==> src/rtl/trk_pkg.sv <==
// Shared definitions for the tracking-loop controller: FSM encoding,
// parameter defaults and the discriminator magnitude helper.
package trk_pkg;

   typedef enum logic [2:0] {
      StIdle   = 3'd0,
      StLoad   = 3'd1,
      StPullin = 3'd2,
      StTrack  = 3'd3,
      StLost   = 3'd4
   } trk_state_e;

   localparam int unsigned EpochWinDef  = 20;
   localparam logic [31:0] LockThDef    = 32'h0100_0000;
   localparam int unsigned LockCntDef   = 3;
   localparam int unsigned LossCntDef   = 2;
   localparam int unsigned PullinMaxDef = 50;

   // Two's-complement magnitude; 32'h8000_0000 maps to 2^31 as an unsigned value.
   function automatic logic [31:0] disc_mag(input logic [31:0] disc);
      return disc[31] ? (~disc + 32'd1) : disc;
   endfunction

endpackage

==> src/rtl/trk_lock_det.sv <==
// Lock detector window: accumulates |disc| over EPOCH_WIN gated epochs and
// flags whether the completed window sum stayed below LOCK_TH.
module trk_lock_det
   import trk_pkg::*;
#(
   parameter int unsigned EPOCH_WIN = EpochWinDef,
   parameter logic [31:0] LOCK_TH   = LockThDef
) (
   input  logic        rx_clk,
   input  logic        rx_rst,
   input  logic        clr,
   input  logic        sop,
   input  logic [31:0] disc,
   output logic        win_done,
   output logic        win_good
);

   logic [31:0] acc_q, acc_d;
   logic [31:0] epoch_q, epoch_d;
   logic [32:0] acc_sum;
   logic [31:0] acc_sat;

   always_comb begin
      acc_sum  = {1'b0, acc_q} + {1'b0, disc_mag(disc)};
      acc_sat  = acc_sum[32] ? 32'hFFFF_FFFF : acc_sum[31:0];
      win_done = sop && ((epoch_q + 32'd1) >= 32'(EPOCH_WIN));
      // The verdict includes the sample that closes the window.
      win_good = acc_sat < LOCK_TH;
      acc_d    = acc_q;
      epoch_d  = epoch_q;
      if (clr || win_done) begin
         acc_d   = '0;
         epoch_d = '0;
      end else if (sop) begin
         acc_d   = acc_sat;
         epoch_d = epoch_q + 32'd1;
      end
   end

   always_ff @(posedge rx_clk or posedge rx_rst) begin
      if (rx_rst) begin
         acc_q   <= '0;
         epoch_q <= '0;
      end else begin
         acc_q   <= acc_d;
         epoch_q <= epoch_d;
      end
   end

endmodule

==> src/rtl/trk_loop_ctrl.sv <==
// Tracking-loop controller: hands acquisition results to the NCOs, sequences
// pull-in/track/lost via windowed lock detection, and reports lock/failure.
module trk_loop_ctrl
   import trk_pkg::*;
#(
   parameter int unsigned EPOCH_WIN  = EpochWinDef,
   parameter logic [31:0] LOCK_TH    = LockThDef,
   parameter int unsigned LOCK_CNT   = LockCntDef,
   parameter int unsigned LOSS_CNT   = LossCntDef,
   parameter int unsigned PULLIN_MAX = PullinMaxDef
) (
   input  logic        rx_clk,
   input  logic        rx_rst,
   input  logic        acq_valid,
   input  logic [31:0] acq_car_fcw,
   input  logic [31:0] acq_prn_fcw,
   input  logic        trk_abort,
   input  logic        rx_prn_sop,
   input  logic [31:0] rx_pll_disc,
   input  logic [31:0] lpf_car_fcw,
   input  logic [31:0] lpf_prn_fcw,
   output logic        lpf_rst,
   output logic        lpf_prn_sop,
   output logic [31:0] tx_car_fcw,
   output logic [31:0] tx_prn_fcw,
   output logic [2:0]  trk_state,
   output logic        trk_lock,
   output logic        trk_fail,
   output logic        acq_ready
);

   trk_state_e  state_q, state_d;
   logic [31:0] base_car_q, base_car_d;
   logic [31:0] base_prn_q, base_prn_d;
   logic [31:0] tx_car_q, tx_car_d;
   logic [31:0] tx_prn_q, tx_prn_d;
   logic [31:0] good_run_q, good_run_d;
   logic [31:0] win_cnt_q, win_cnt_d;
   logic [31:0] bad_run_q, bad_run_d;
   logic        lock_q, lock_d;
   logic        fail_q, fail_d;
   logic        loop_active;
   logic        det_clr;
   logic        win_done;
   logic        win_good;

   assign loop_active = (state_q == StPullin) || (state_q == StTrack) || (state_q == StLost);
   assign lpf_prn_sop = rx_prn_sop & loop_active;
   assign lpf_rst     = ~loop_active;
   assign acq_ready   = (state_q == StIdle);
   assign trk_state   = state_q;
   assign trk_lock    = lock_q;
   assign trk_fail    = fail_q;
   assign tx_car_fcw  = tx_car_q;
   assign tx_prn_fcw  = tx_prn_q;

   trk_lock_det #(
      .EPOCH_WIN (EPOCH_WIN),
      .LOCK_TH   (LOCK_TH)
   ) u_lock_det (
      .rx_clk   (rx_clk),
      .rx_rst   (rx_rst),
      .clr      (det_clr),
      .sop      (lpf_prn_sop),
      .disc     (rx_pll_disc),
      .win_done (win_done),
      .win_good (win_good)
   );

   always_comb begin
      state_d    = state_q;
      base_car_d = base_car_q;
      base_prn_d = base_prn_q;
      good_run_d = good_run_q;
      win_cnt_d  = win_cnt_q;
      bad_run_d  = bad_run_q;
      lock_d     = lock_q;
      fail_d     = 1'b0;
      det_clr    = 1'b0;

      unique case (state_q)
         StIdle: begin
            lock_d = 1'b0;
            if (acq_valid) begin
               base_car_d = acq_car_fcw;
               base_prn_d = acq_prn_fcw;
               state_d    = StLoad;
            end
         end
         StLoad: begin
            det_clr    = 1'b1;
            good_run_d = '0;
            win_cnt_d  = '0;
            bad_run_d  = '0;
            state_d    = StPullin;
         end
         StPullin: begin
            if (win_done) begin
               win_cnt_d  = win_cnt_q + 32'd1;
               good_run_d = win_good ? good_run_q + 32'd1 : '0;
               // Reaching lock on the last permitted window counts as success.
               if (win_good && ((good_run_q + 32'd1) >= 32'(LOCK_CNT))) begin
                  state_d = StTrack;
                  lock_d  = 1'b1;
               end else if ((win_cnt_q + 32'd1) >= 32'(PULLIN_MAX)) begin
                  state_d = StIdle;
                  fail_d  = 1'b1;
               end
            end
         end
         StTrack: begin
            if (win_done && !win_good) begin
               state_d   = StLost;
               lock_d    = 1'b0;
               bad_run_d = 32'd1;
            end
         end
         StLost: begin
            if (win_done) begin
               if (win_good) begin
                  state_d   = StTrack;
                  lock_d    = 1'b1;
                  bad_run_d = '0;
               end else if ((bad_run_q + 32'd1) >= 32'(LOSS_CNT)) begin
                  state_d = StIdle;
                  fail_d  = 1'b1;
               end else begin
                  bad_run_d = bad_run_q + 32'd1;
               end
            end
         end
         default: begin
            state_d = StIdle;
            lock_d  = 1'b0;
         end
      endcase

      if (trk_abort) begin
         state_d    = StIdle;
         lock_d     = 1'b0;
         fail_d     = 1'b0;
         base_car_d = base_car_q;
         base_prn_d = base_prn_q;
      end

      if (loop_active) begin
         tx_car_d = base_car_q + lpf_car_fcw;
         tx_prn_d = base_prn_q + lpf_prn_fcw;
      end else begin
         tx_car_d = base_car_q;
         tx_prn_d = base_prn_q;
      end
   end

   always_ff @(posedge rx_clk or posedge rx_rst) begin
      if (rx_rst) begin
         state_q    <= StIdle;
         base_car_q <= '0;
         base_prn_q <= '0;
         tx_car_q   <= '0;
         tx_prn_q   <= '0;
         good_run_q <= '0;
         win_cnt_q  <= '0;
         bad_run_q  <= '0;
         lock_q     <= 1'b0;
         fail_q     <= 1'b0;
      end else begin
         state_q    <= state_d;
         base_car_q <= base_car_d;
         base_prn_q <= base_prn_d;
         tx_car_q   <= tx_car_d;
         tx_prn_q   <= tx_prn_d;
         good_run_q <= good_run_d;
         win_cnt_q  <= win_cnt_d;
         bad_run_q  <= bad_run_d;
         lock_q     <= lock_d;
         fail_q     <= fail_d;
      end
   end

endmodule
==> config.mk <==
export PLATFORM = sky130hd
export DESIGN_NAME = trk_loop_ctrl
export DESIGN_NICKNAME = d
export VERILOG_FILES = /design/src/rtl/trk_pkg.sv /design/src/rtl/trk_lock_det.sv /design/src/rtl/trk_loop_ctrl.sv
export SDC_FILE = /design/constraint.sdc
export NUM_CORES = 1
export LEC_CHECK = 0
export ABC_AREA = 1
export CORE_UTILIZATION = 25
export DETAILED_ROUTE_END_ITERATION = 12
export DONT_BUFFER_PORTS = 1
export HOLD_SLACK_MARGIN = 0.15
export PLACE_DENSITY = 0.49
export SYNTH_ARGS = -nofsm -noshare
export SYNTH_HDL_FRONTEND = slang
export SYNTH_HIERARCHICAL = 1
export SYNTH_SLANG_ARGS = --single-unit
==> constraint.sdc <==
create_clock -name rx_clk -period 7.95 [get_ports rx_clk]
set_clock_uncertainty 0.15 [all_clocks]
set_input_delay 0.795 -clock rx_clk [delete_from_list [all_inputs] [get_ports rx_clk]]
set_output_delay 0.795 -clock rx_clk [all_outputs]
set_load 0.05 [all_outputs]
==> metrics.csv <==
stage,metric,value,unit
drt,ant_nets,0,
min_path,hold_path_class,primary input to register,
global_routing,grt_overflow_total,0,
logic_synthesis,synth_nets,3298,
setup_path,r2r_start,trk_state[2],
global_routing,first_global_vias,18800,
setup_path,critPathCaptureType,register,
global_routing,antenna_found_initial,14,
timing,setup_viol,0,
drt,vias,19200,
setup_path,cp_max_fo,17,
drt,drc,0,
clock_network,clock-root-buffer,clkbuf_16,
drt,drtIter0Drc,1167,
global_routing,grt_first_pass_wirelength,105000,um
logic_synthesis,synth-edff-count,0,
global_routing,grtUsageTotal,15.3,%
floorplan,die_h,292,um
floorplan,dieArea,85500,um^2
floorplan,io_pins,237,
clock_network,cts_max_path_buffers,3,
floorplan,die_w,292,um
final_layout,nFillCells,9250,
timing,hold_viol,0,
min_path,holdCritStartpoint,acq_car_fcw[9],
drt,first_pass_iters,6,
placed_design,place.gp.congestion,0.856,
setup_path,critical_path.startpoint,rx_pll_disc[1],
placed_design,dpl.hpwl,50200,um
timing,maxSlewViolCount,0,
logic_synthesis,syn_area_per_cell,6.97,um^2
timing,setup_tns,0,ps
logic_synthesis,yosysUniqueCellTypes,51,
final_layout,layout.nets,3297,
timing,min_period,6160,ps
logic_synthesis,synth-seq-cells,293,
final_layout,instances_no_fill,4138,
clock_network,cts_sinks,293,
timing,whs,220,ps
logic_synthesis,synth_ff_type,dfrtp_1,
logic_synthesis,syn_inst,3025,
logic_synthesis,netlist_area,21100,um^2
clock_network,cts-buffers-inserted,41,
logic_synthesis,synth-seq-area-share,34.8,%
setup_path,arrival,6450,ps
logic_synthesis,synthArstFlopShare,100,%
drt,wire_per_inst,15.9,um
drt,via_per_inst,4.65,
setup_path,crit_required,8240,ps
clock_network,post-cts-setup-buffers,0,
setup_path,crit_type,primary input to register,
logic_synthesis,yosysWarnings,6,
power_and_ir_drop,powerDensity,329,nW/um^2
clock_network,cts_max_level,2,
placed_design,port_buffers,0,
final_layout,final_util,28.5,%
timing,rsz0062_at_grt,no,
timing,worst_pin_slew,1010,ps
drt,wl,65800,um
floorplan,core,83600,um^2
global_routing,grt_max_degree,159,
timing,fmax,0.162,GHz
final_layout,drive_gt1_share,7.24,%
floorplan,rows,106,
timing,slew-limit-headroom,33.0,%
setup_path,startpoint_type,primary input,
clock_network,clkLatencyLatePin,570,ps
final_layout,syn_to_final_growth,12.8,%
timing,fin_crit_sh,77.5,%
placed_design,dp_cells,4060,
status,outcome,completed,
clock_network,cts_resized,0,
clock_network,cts_tree,built,
clock_network,clk_pin_slew_worst_paths,60,ps
flow_run,maxCapViolations,0,
power_and_ir_drop,vdd_drop_max,259,uV
floorplan,initial_utilization,25.2,%
power_and_ir_drop,p_leak,10.9,nW
-- power by group --
part / switching [mW] / internal (mW)
sequential: 0.937 / 1.87
clock: 0.734 / 1.24
combinational: 1.98 / 1.05
-- state kept, by name, indices dropped and copies added, names as in the netlist --
| signal | count |
|---|---|
| base_prn_q | 32 |
| trk_fail | 1 |
| trk_state | 3 |
| tx_car_fcw | 32 |
| trk_lock | 1 |
| u_lock_det/epoch_q | 32 |
| good_run_q | 32 |
| bad_run_q | 32 |
| base_car_q | 32 |
| tx_prn_fcw | 32 |
| win_cnt_q | 32 |
| u_lock_det/acc_q | 32 |
-- cell usage in the layout, fill, tap and decap left out, types with 12 or more instances in the layout --
master,netlist,layout
or2_2,20,20
a31oi_1,14,14
a21oi_1,139,138
inv_1,337,333
dfrtp_1,293,293
nand4_1,65,65
o22ai_1,29,29
ha_1,105,105
nand3_1,185,184
clkbuf_16,0,43
nand2_1,845,845
nor3_1,40,40
o21ai_0,175,175
nor2_2,30,31
xnor2_1,35,35
mux2_2,46,46
xor2_1,90,90
nor2_1,412,409
nor2_4,10,12
-- synth_stat cells (4+ instances only) --
cell	number	share of area [%]
nand2_1	845	15
nor2_1	412	7.3
inv_1	337	6.0
dfrtp_1	293	35
nand3_1	185	4.4
o21ai_0	175	4.2
a21oi_1	139	3.3
ha_1	105	6.2
xor2_1	90	3.7
nand4_1	65	1.9
mux2_2	46	2.5
clkbuf_1	40	0.71
nor3_1	40	0.95
xnor2_1	35	1.5
nor2_2	30	0.89
o22ai_1	29	0.86
or2_2	20	0.59
a31oi_1	14	0.42
o21bai_1	11	0.39
nand2_2	10	0.30
nor2_4	10	0.53
a21o_1	9	0.32
o21a_1	7	0.25
buf_1	6	0.11
buf_6	6	0.32
nor4_1	6	0.18
a22o_1	5	0.21
buf_2	5	0.12
a21boi_0	4	0.14
inv_2	4	0.071
nand3b_1	4	0.14
o211ai_1	4	0.14
-- metal layers --
metal / track usage [%] / up-vias / wire (um)
met5: 0 / - / 95
li1: - / 9828 / -
met3: 4.33 / 101 / 4410
met4: 4.44 / 16 / 1560
met1: 20.1 / 8914 / 30600
met2: 24.1 / 373 / 29200
-- timing repair --
action	4_1_cts	5_1_grt
setup endpoints to repair	0	0
hold buffers	1	0
endpoints found under the hold margin	100	0
-- layout make-up --
type	count	area (um^2)	share of cell area, %
timing repair buffer	13	113	0.473
antenna	4	10.0	0.0421
clock buffer	56	1220	5.15
inverter	344	1300	5.46
tap	1080	1350	5.68
sequential	293	7330	30.8
clock inverter	17	226	0.952
multi-input combinational	2331	12200	51.4
-- worst paths after layout --
path / to / slack [ps] / cells after the start
hold reg to reg: tx_car_fcw[31] / 330 / 1
min in group asynchronous: base_prn_q[24] / 740 / 2
max in group asynchronous: base_prn_q[31] / 5600 / 3
hold / removal: base_car_q[9] / 220 / 1
setup reg to reg: good_run_q[23] / 2650 / 19
setup / recovery: bad_run_q[19] / 1790 / 26
-- through the flow --
step / power (mW) / instance area [um^2] / setup WS [ps]
after detailed placement: 5.86 / 22300 / 1160
after global routing: 8.41 / 23800 / 1180
after CTS: 7.92 / 23800 / 1760
final: 7.82 / 23800 / 1790
after floorplan: 5.00 / 21100 / 729
after global placement: 5.87 / 22300 / 1270
-- cells by family after synthesis --
family / Yosys count / share of synthesized area, %
simple gates: 1641 / 33.0
fa+ha+maj: 108 / 6.52
compound gates: 411 / 10.7
flops: 293 / 34.8
mux: 46 / 2.46
xor+xnor: 125 / 5.19
buf+inv: 401 / 7.38
-- worst max-delay path, stage by stage --
cell and delay [ps]:
nor3_2 240, nand3_1 260, nor2_1 220, nand2_1 90
nor3_1 480, nand2_1 150, nor2_1 240, nand4_1 200
nand3b_1 130, nand2_1 60, ha_1 360, inv_1 130
o21ai_0 140, nor2_1 160, nor2_1 50, nor2_1 90
nand2_1 70, a21oi_2 360, nand3_1 180, nor2_1 170
nand2_1 70, nor2_1 620, nor2_1 230, a21oi_4 520
buf_4 350, nor2_1 60
Note: power is estimated with default switching activity, not from simulation.
